[src/rtl/tri_input_queue.sv]
// Elastic triangle queue ahead of rast: buffers up to DEPTH triangles and
// retires the head only on cycles where rast is not halting.
module tri_input_queue #(
  parameter int SIGFIG = 24,
  parameter int VERTS  = 3,
  parameter int AXIS   = 3,
  parameter int COLORS = 3,
  parameter int DEPTH  = 4
) (
  input  logic                                          clk,
  input  logic                                          rst,
  input  logic signed [VERTS-1:0][AXIS-1:0][SIGFIG-1:0] tri_R9S,
  input  logic        [COLORS-1:0][SIGFIG-1:0]          color_R9U,
  input  logic                                          validTri_R9H,
  output logic                                          ready_R9H,
  output logic signed [VERTS-1:0][AXIS-1:0][SIGFIG-1:0] tri_R10S,
  output logic        [COLORS-1:0][SIGFIG-1:0]          color_R10U,
  output logic                                          validTri_R10H,
  input  logic                                          halt_RnnnnL,
  input  logic                                          flush_RnnnnH,
  output logic [$clog2(DEPTH+1)-1:0]                    count_RnnnnU,
  output logic [31:0]                                   tri_cnt_RnnnnU,
  output logic [31:0]                                   stall_cnt_RnnnnU
);

  localparam int PW = $clog2(DEPTH);
  localparam int CW = $clog2(DEPTH+1);

  logic signed [VERTS-1:0][AXIS-1:0][SIGFIG-1:0] tri_mem   [DEPTH];
  logic        [COLORS-1:0][SIGFIG-1:0]          color_mem [DEPTH];

  logic [PW-1:0] rptr;
  logic [PW-1:0] wptr;
  logic [CW-1:0] count;
  logic          push;
  logic          pop;

  // No pass-through when full: ready depends only on occupancy and reset.
  assign ready_R9H     = rst && (count != CW'(DEPTH));
  assign validTri_R10H = (count != '0);
  assign push          = validTri_R9H && ready_R9H && !flush_RnnnnH;
  assign pop           = validTri_R10H && halt_RnnnnL && !flush_RnnnnH;

  assign tri_R10S      = validTri_R10H ? tri_mem[rptr]   : '0;
  assign color_R10U    = validTri_R10H ? color_mem[rptr] : '0;
  assign count_RnnnnU  = count;

  always_ff @(posedge clk) begin
    if (push) begin
      tri_mem[wptr]   <= tri_R9S;
      color_mem[wptr] <= color_R9U;
    end
  end

  always_ff @(posedge clk or negedge rst) begin
    if (!rst) begin
      rptr  <= '0;
      wptr  <= '0;
      count <= '0;
    end else if (flush_RnnnnH) begin
      rptr  <= '0;
      wptr  <= '0;
      count <= '0;
    end else begin
      if (push) wptr <= wptr + 1'b1;
      if (pop)  rptr <= rptr + 1'b1;
      if (push && !pop)      count <= count + 1'b1;
      else if (pop && !push) count <= count - 1'b1;
    end
  end

  // Stats survive flush; stalls are counted on flush cycles too.
  always_ff @(posedge clk or negedge rst) begin
    if (!rst) begin
      tri_cnt_RnnnnU   <= '0;
      stall_cnt_RnnnnU <= '0;
    end else begin
      if (pop) tri_cnt_RnnnnU <= tri_cnt_RnnnnU + 32'd1;
      if (validTri_R10H && !halt_RnnnnL) stall_cnt_RnnnnU <= stall_cnt_RnnnnU + 32'd1;
    end
  end

endmodule

[config.mk]
export PLATFORM = sky130hd
export DESIGN_NAME = tri_input_queue
export DESIGN_NICKNAME = d
export VERILOG_FILES = /design/src/rtl/tri_input_queue.sv
export SDC_FILE = /design/constraint.sdc
export NUM_CORES = 1
export LEC_CHECK = 0
export BUFFER_PORTS_ARGS = -buffer_cell sky130_fd_sc_hd__buf_2
export CAP_MARGIN = 20
export CORE_ASPECT_RATIO = 1.5
export CORE_MARGIN = 2
export CORE_UTILIZATION = 57
export DETAILED_ROUTE_END_ITERATION = 8
export GPL_TIMING_DRIVEN = 1
export MAX_ROUTING_LAYER = met4
export PLACE_DENSITY = 0.79
export SYNTH_ARGS = -nofsm -noshare
export SYNTH_HDL_FRONTEND = slang
export SYNTH_SLANG_ARGS = --single-unit
export TNS_END_PERCENT = 20
[constraint.sdc]
create_clock -name clk -period 11 [get_ports clk]
set_input_delay 2.2 -clock clk [delete_from_list [all_inputs] [get_ports clk]]
set_output_delay 2.2 -clock clk [all_outputs]
set_load 0.005 [all_outputs]
==> results of run 1 <==
-- stage by stage --
stage          hold WS, ns  instance area [sq um]  setup WS [ns]  instances  util [%]
2_1_floorplan       0.4647                  46760          1.164       2139         -
3_3_place_gp        0.4575                  51110          5.547       3751     62.95
3_5_place_dp        0.4639                  51110          5.501       3751     62.95
4_1_cts             0.4740                  54570          4.746       3951     67.21
5_1_grt             0.5008                  54760          4.615       4006     67.44
6_report            0.4710                  54780          4.787       4013     67.46
-- layout make-up --
type                    count  share of cell area (%)
clock buffers             139                   5.185
flip-flops and latches   1223                   66.41
well taps                1040                   2.376
clock inverters            61                   1.135
diodes                     60                  0.2741
inverters                  10                 0.06852
repair buffers            677                   6.478
multi-input cells         803                   18.07
-- kinds of logic after synthesis --
kind of cell	after synthesis	synth area share, %
flip-flops	1223	77.78
multiplexers	293	13.99
AND/OR/NAND/NOR	434	5.654
XOR/XNOR	66	1.236
AO/OA/AOI/OAI	3	0.05618
adder cells (fa/ha/maj)	7	0.2034
buffers and inverters	113	1.073
-- layer usage --
metal | vias to the layer above | wire (um) | part of all wire (%) | track usage (%)
met2 | 1065 | 54200 | 52 | 41.18
met3 | 197 | 9713 | 9.2 | 7.679
met4 | 0 | 3679 | 3.5 | 10.82
met1 | 12220 | 37590 | 36 | 30.39
met5 | - | 0 | 0 | -
li1 | 10080 | - | - | -
-- worst max path at each step --
stage	end	slack (ns)	start	cells past startpoint
2_1_floorplan	color_mem[0][0]$_DFFE_PP_	1.16	flush_RnnnnH	3
3_3_place_gp	tri_R10S[177]	5.55	rptr[1]$_DFFE_PN0P_	5
3_5_place_dp	tri_R10S[146]	5.50	rptr[1]$_DFFE_PN0P_	5
4_1_cts	color_R10U[36]	4.75	rptr[1]$_DFFE_PN0P_	5
5_1_grt	color_R10U[36]	4.61	rptr[1]$_DFFE_PN0P_	5
6_report	color_R10U[36]	4.79	rptr[1]$_DFFE_PN0P_	5
-- registers in the layout (all words and copies together), names as in the netlist --
register and flops:
color_mem 288, count_RnnnnU 3, rptr 2, stall_cnt_RnnnnU 32
tri_cnt_RnnnnU 32, tri_mem 864, wptr 2
-- critical path, cell delays in order (launching register included) --
cell,delay (ns)
sky130_fd_sc_hd__dfrtp_4,1.04
sky130_fd_sc_hd__buf_4,0.74
sky130_fd_sc_hd__buf_4,0.74
sky130_fd_sc_hd__mux4_2,0.44
sky130_fd_sc_hd__and2_1,0.18
sky130_fd_sc_hd__buf_2,0.13
-- power breakdown --
part	internal [mW]	total (mW)	leakage (nW)	switching [mW]
logic	1.64	3.42	6.05	1.78
registers	5.24	5.36	11.4	0.117
clock network	2.06	3.68	1.67	1.62
total	8.94	12.5	19.1	3.51
-- cells in the mapped netlist, drive strengths merged --
master and number:
a21oi 1, a32oi 1, and2 295, and3 8
and3b 1, and4 7, buf 60, clkbuf 43
dfrtp 71, edfxtp 1152, fa 1, ha 6
inv 10, mux2 5, mux4 288, nand2 21
nand2b 1, nand3 24, nand3b 1, nand4 22
nand4b 1, nor2 20, nor2b 3, nor3 14
nor4 14, o31ai 1, or3 1, or3b 1
xnor2 34, xor2 32
==> flow_metrics.py, run 1 <==
metrics = {
    "clock_tree": {
        "clock_tree_from_tritoncts": "done",
        "postCtsSetupBuffers": 0,
        "maximum_number_of_buffers_from_clock_root_to_sink": 3,
        "clock_sink_count": 1223,
        "cts_repair_resize_count": 0,
        "clk_pin_slew_worst_paths_ns": 0.07,
        "cts_root_buffer": "sky130_fd_sc_hd__clkbuf_16",
        "h-tree-depth": 3,
        "clk_latency_ns": 0.68,
        "cts_made_buffers": 107,
        "post_cts_hold_buffer_count": 0,
    },
    "worst_setup_path": {
        "capturing_point_of_the_worst_reg2reg_path": "color_mem[1][15]$_DFFE_PP_",
        "timing.critical_path.from_type": "register",
        "critPathCaptureType": "output port",
        "path_class": "reg2out",
        "worst-r2r-setup-slack_ns": 7.35,
        "ff2ff_path_depth": 6,
        "critical_path_arrival_ns": 4.01,
        "rr_startpoint": "count_RnnnnU[0]$_DFFE_PN0P_",
        "critical_path.max_fanout": 60,
        "required_ns": 8.80,
    },
    "pwr": {
        "report.power.total_mw": 12.45,
        "worst_ir_drop_vdd_mv": 0.2534,
        "power.density_cell_area_nw_per_um2": 227.3,
        "leakagePower_nw": 19.07,
    },
    "grt": {
        "grt_antenna_before_repair": 54,
        "grt_start_max_net_pins": 131,
        "grt_overflow_total": 0,
        "grt_pass1_vias": 24870,
        "gr-usage-all-layers_pct": 25.62,
        "grt_first_pass_wirelength_mm": 155.6,
    },
    "drt": {
        "antenna_left": 0,
        "avg_vias_per_cell": 5.872,
        "drt_first_pass_iters": 5,
        "drc": 0,
        "drt_wl_total_mm": 105.2,
        "route.vias.total": 23570,
        "drt_first_iter_violations": 1991,
        "routedWlPerCell_um": 26.21,
    },
    "synthesis": {
        "synthCells": 2139,
        "synth.net_count": 2439,
        "ys.warnings.count": 0,
        "post_synth_main_area_contributors": "sky130_fd_sc_hd__edfxtp_1 74%, sky130_fd_sc_hd__mux4_2 14%, sky130_fd_sc_hd__and2_1 3.9%",
        "flip_flop_and_latch_count_after_synthesis": 1223,
        "yosysSeqAreaShare_pct": 77.78,
        "yosys.area.top_type": "sky130_fd_sc_hd__edfxtp_1",
        "ys_types": 37,
        "synth_area_per_cell_sq_um": 21.86,
        "synth_top_area_share_pct": 73.98,
        "synthesis.area_sq_um": 46760,
    },
    "place": {
        "post-dp-hpwl_mm": 64.88,
        "placement.io_buffers": 649,
        "routabilityCongestion": 0.8566,
    },
    "run": {
        "cap_viol_max_count": 0,
    },
    "outcome": {
        "run_status": "completed",
    },
    "sta": {
        "setup-violations-final": 0,
        "rsz0062_at_grt": "false",
        "fin_worst_skew_ns": 0.02250,
        "slew_headroom_pct": 23.44,
        "setup_tns_after_final_layout_ns": 0,
        "min_period_over_period_pct": 56.48,
        "timing.fmax_mhz": 161.0,
        "report.final.hold_viol_count": 0,
        "timing_worst_slew_pin_value_ns": 1.139,
        "period_needed_ns": 6.213,
        "maxSlewViolCount": 0,
    },
    "die": {
        "fp.dieArea_sq_um": 84380,
        "initial_utilization_pct": 57.58,
        "num_io_pins": 650,
        "die_width_um": 237.9,
        "die_h_um": 354.8,
        "placement_rows": 128,
        "placeableCoreArea_sq_um": 81200,
    },
    "finish": {
        "area.sequential_sq_um": 36380,
        "multi_input_comb_area_sq_um": 9901,
        "share_of_cells_above_drive_strength_1_pct": 38.62,
        "layout_commonest_cell": "sky130_fd_sc_hd__edfxtp_1",
        "area_growth_syn_to_layout_pct": 17.15,
        "num-fill-cells": 5004,
        "layout_common_cells": "1,152 x sky130_fd_sc_hd__edfxtp_1, 649 x sky130_fd_sc_hd__buf_2, 291 x sky130_fd_sc_hd__and2_1",
        "finish.net_count": 3122,
    },
    "worst_hold_path": {
        "hold_end": "stall_cnt_RnnnnU[31]$_DFFE_PN0P_",
        "timing.hold.worst.class": "reg2reg",
        "worst_hold_startpoint": "stall_cnt_RnnnnU[31]$_DFFE_PN0P_",
        "hold_depth": 1,
    },
}
Note: power is estimated with default switching activity, not from simulation.
==> run 2, diff against run 1 <==
Settings changed: CORE_UTILIZATION 57 to 52, PLACE_DENSITY 0.79 to 0.76.
Clock period 11 ns to 5.7 ns, I/O delays scaled along.
==> flow_metrics.py, run 2 (synthesized netlist as in run 1, its figures left out) <==
metrics = {
    "sta": {
        "setup-violations-final": 0,
        "timing.fmax_mhz": 231.7,
        "rsz0062_at_grt": "false",
        "setup_tns_after_final_layout_ns": 0,
        "report.final.hold_viol_count": 0,
        "slew_headroom_pct": 32.84,
        "period_needed_ns": 4.316,
        "min_period_over_period_pct": 75.72,
        "fin_worst_skew_ns": 0.03790,
        "maxSlewViolCount": 0,
        "timing_worst_slew_pin_value_ns": 1.007,
    },
    "place": {
        "post-dp-hpwl_mm": 67.04,
        "placement.io_buffers": 649,
        "routabilityCongestion": 0.8318,
    },
    "finish": {
        "max_flop_register": "tri_mem",
        "share_of_cells_above_drive_strength_1_pct": 38.99,
        "area_growth_syn_to_layout_pct": 17.72,
        "layout_commonest_cell": "sky130_fd_sc_hd__edfxtp_1",
        "area.sequential_sq_um": 36380,
        "finalCoreUtilization_pct": 61.83,
        "layout_common_cells": "1,152 x sky130_fd_sc_hd__edfxtp_1, 649 x sky130_fd_sc_hd__buf_2, 291 x sky130_fd_sc_hd__and2_1",
        "layout_top_registers": "tri_mem (864), color_mem (288)",
        "finish.net_count": 3140,
        "largest_reg_flops": 864,
        "num-fill-cells": 6105,
        "multi_input_comb_area_sq_um": 9901,
    },
    "die": {
        "placement_rows": 134,
        "die_h_um": 371.3,
        "placeableCoreArea_sq_um": 89030,
        "fp.dieArea_sq_um": 92380,
        "die_width_um": 248.8,
        "initial_utilization_pct": 52.52,
        "num_io_pins": 650,
    },
    "worst_setup_path": {
        "cpMaxStageDelayCell": "sky130_fd_sc_hd__dfrtp_4",
        "path_class": "reg2out",
        "critical_path_arrival_ns": 3.18,
        "critical_path.max_fanout": 45,
        "required_ns": 4.56,
        "rr_startpoint": "count_RnnnnU[2]$_DFFE_PN0P_",
        "crit_path_cell_trace": "buf_4, mux4_2, and2_1, buf_2",
        "timing.critical_path.from_type": "register",
        "slowest_delay_ns": 1.04,
        "critPathCaptureType": "output port",
        "startpoint": "rptr[0]$_DFFE_PN0P_",
    },
    "clock_tree": {
        "cts_root_buffer": "sky130_fd_sc_hd__clkbuf_16",
        "maximum_number_of_buffers_from_clock_root_to_sink": 3,
        "clk_pin_slew_worst_paths_ns": 0.06,
        "clock_tree_from_tritoncts": "done",
        "clk_latency_ns": 0.72,
        "postCtsSetupBuffers": 0,
        "post_cts_hold_buffer_count": 0,
        "cts_repair_resize_count": 0,
        "cts_made_buffers": 108,
        "h-tree-depth": 3,
        "clock_sink_count": 1223,
    },
    "drt": {
        "avg_vias_per_cell": 5.703,
        "route.vias.total": 23550,
        "routedWlPerCell_um": 25.42,
        "antenna_left": 0,
        "drt_first_pass_iters": 5,
        "drt_wl_total_mm": 105.0,
        "drc": 0,
        "drt_first_iter_violations": 1619,
    },
    "grt": {
        "grt_antenna_before_repair": 47,
        "grt_start_max_net_pins": 119,
        "grt_pass1_vias": 24910,
        "grt_first_pass_wirelength_mm": 155.8,
        "gr-usage-all-layers_pct": 23.30,
        "grt_overflow_total": 0,
    },
    "pwr": {
        "power.density_cell_area_nw_per_um2": 431.7,
        "worst_ir_drop_vdd_mv": 0.4521,
        "leakagePower_nw": 19.12,
    },
    "worst_hold_path": {
        "timing.hold.worst.class": "reg2reg",
        "worst_hold_startpoint": "stall_cnt_RnnnnU[31]$_DFFE_PN0P_",
    },
    "run": {
        "cap_viol_max_count": 0,
    },
    "outcome": {
        "run_status": "completed",
    },
}
run 2: critical path, delay by kind of cell, from the launching register on:
kind          cells  cell delay, ns
simple gates      1            0.19
mux               1            0.56
buf+inv           2            0.64
flops             1            1.04
run 2: through the flow:
stage	setup WS [ns]	instance area, sq um	total power [mW]	hold WS (ns)	std cells
floorplan	0.1841	46760	14.26	0.4647	2139
global placement	2.025	51580	17.13	0.4531	3883
detailed placement	1.990	51600	17.22	0.4647	3884
CTS	1.193	54890	24.04	0.4727	4073
global route	1.112	55010	24.81	0.4932	4119
finish	1.384	55040	23.76	0.4778	4130
run 2: final cells by class:
cell class                      instances  area share, %
Antenna cell                           55         0.2501
Clock buffer                          133          5.081
Clock inverter                         56         0.8888
Inverter                               10        0.06820
Multi-Input combinational cell        803          17.99
Sequential cell                      1223          66.09
Tap cell                             1156          2.628
Timing Repair Buffer                  694          7.006
run 2: path summary, 6_finish.rpt:
path	end	slack [ns]	cells past startpoint
worst max register to register	stall_cnt_RnnnnU[28]$_DFFE_PN0P_	2.64	5
min in group asynchronous	tri_cnt_RnnnnU[0]$_DFFE_PN0P_	0.74	2
worst min register to register	stall_cnt_RnnnnU[31]$_DFFE_PN0P_	0.48	1
max in group asynchronous	rptr[1]$_DFFE_PN0P_	4.25	2
worst max-delay path	tri_R10S[130]	1.38	4
worst min-delay path	stall_cnt_RnnnnU[31]$_DFFE_PN0P_	0.48	1
run 2: per-layer routing:
layer / global-route usage, % / part of all wire, %
met1: 27.19 / 37
met2: 37.85 / 51
met3: 6.720 / 8.3
met4: 10.41 / 3.7
met5: - / 0
run 2: power by group:
group,switching [mW],internal [mW]
registers,0.229,10.1
logic,3.38,3.22
clock network,3.14,3.68
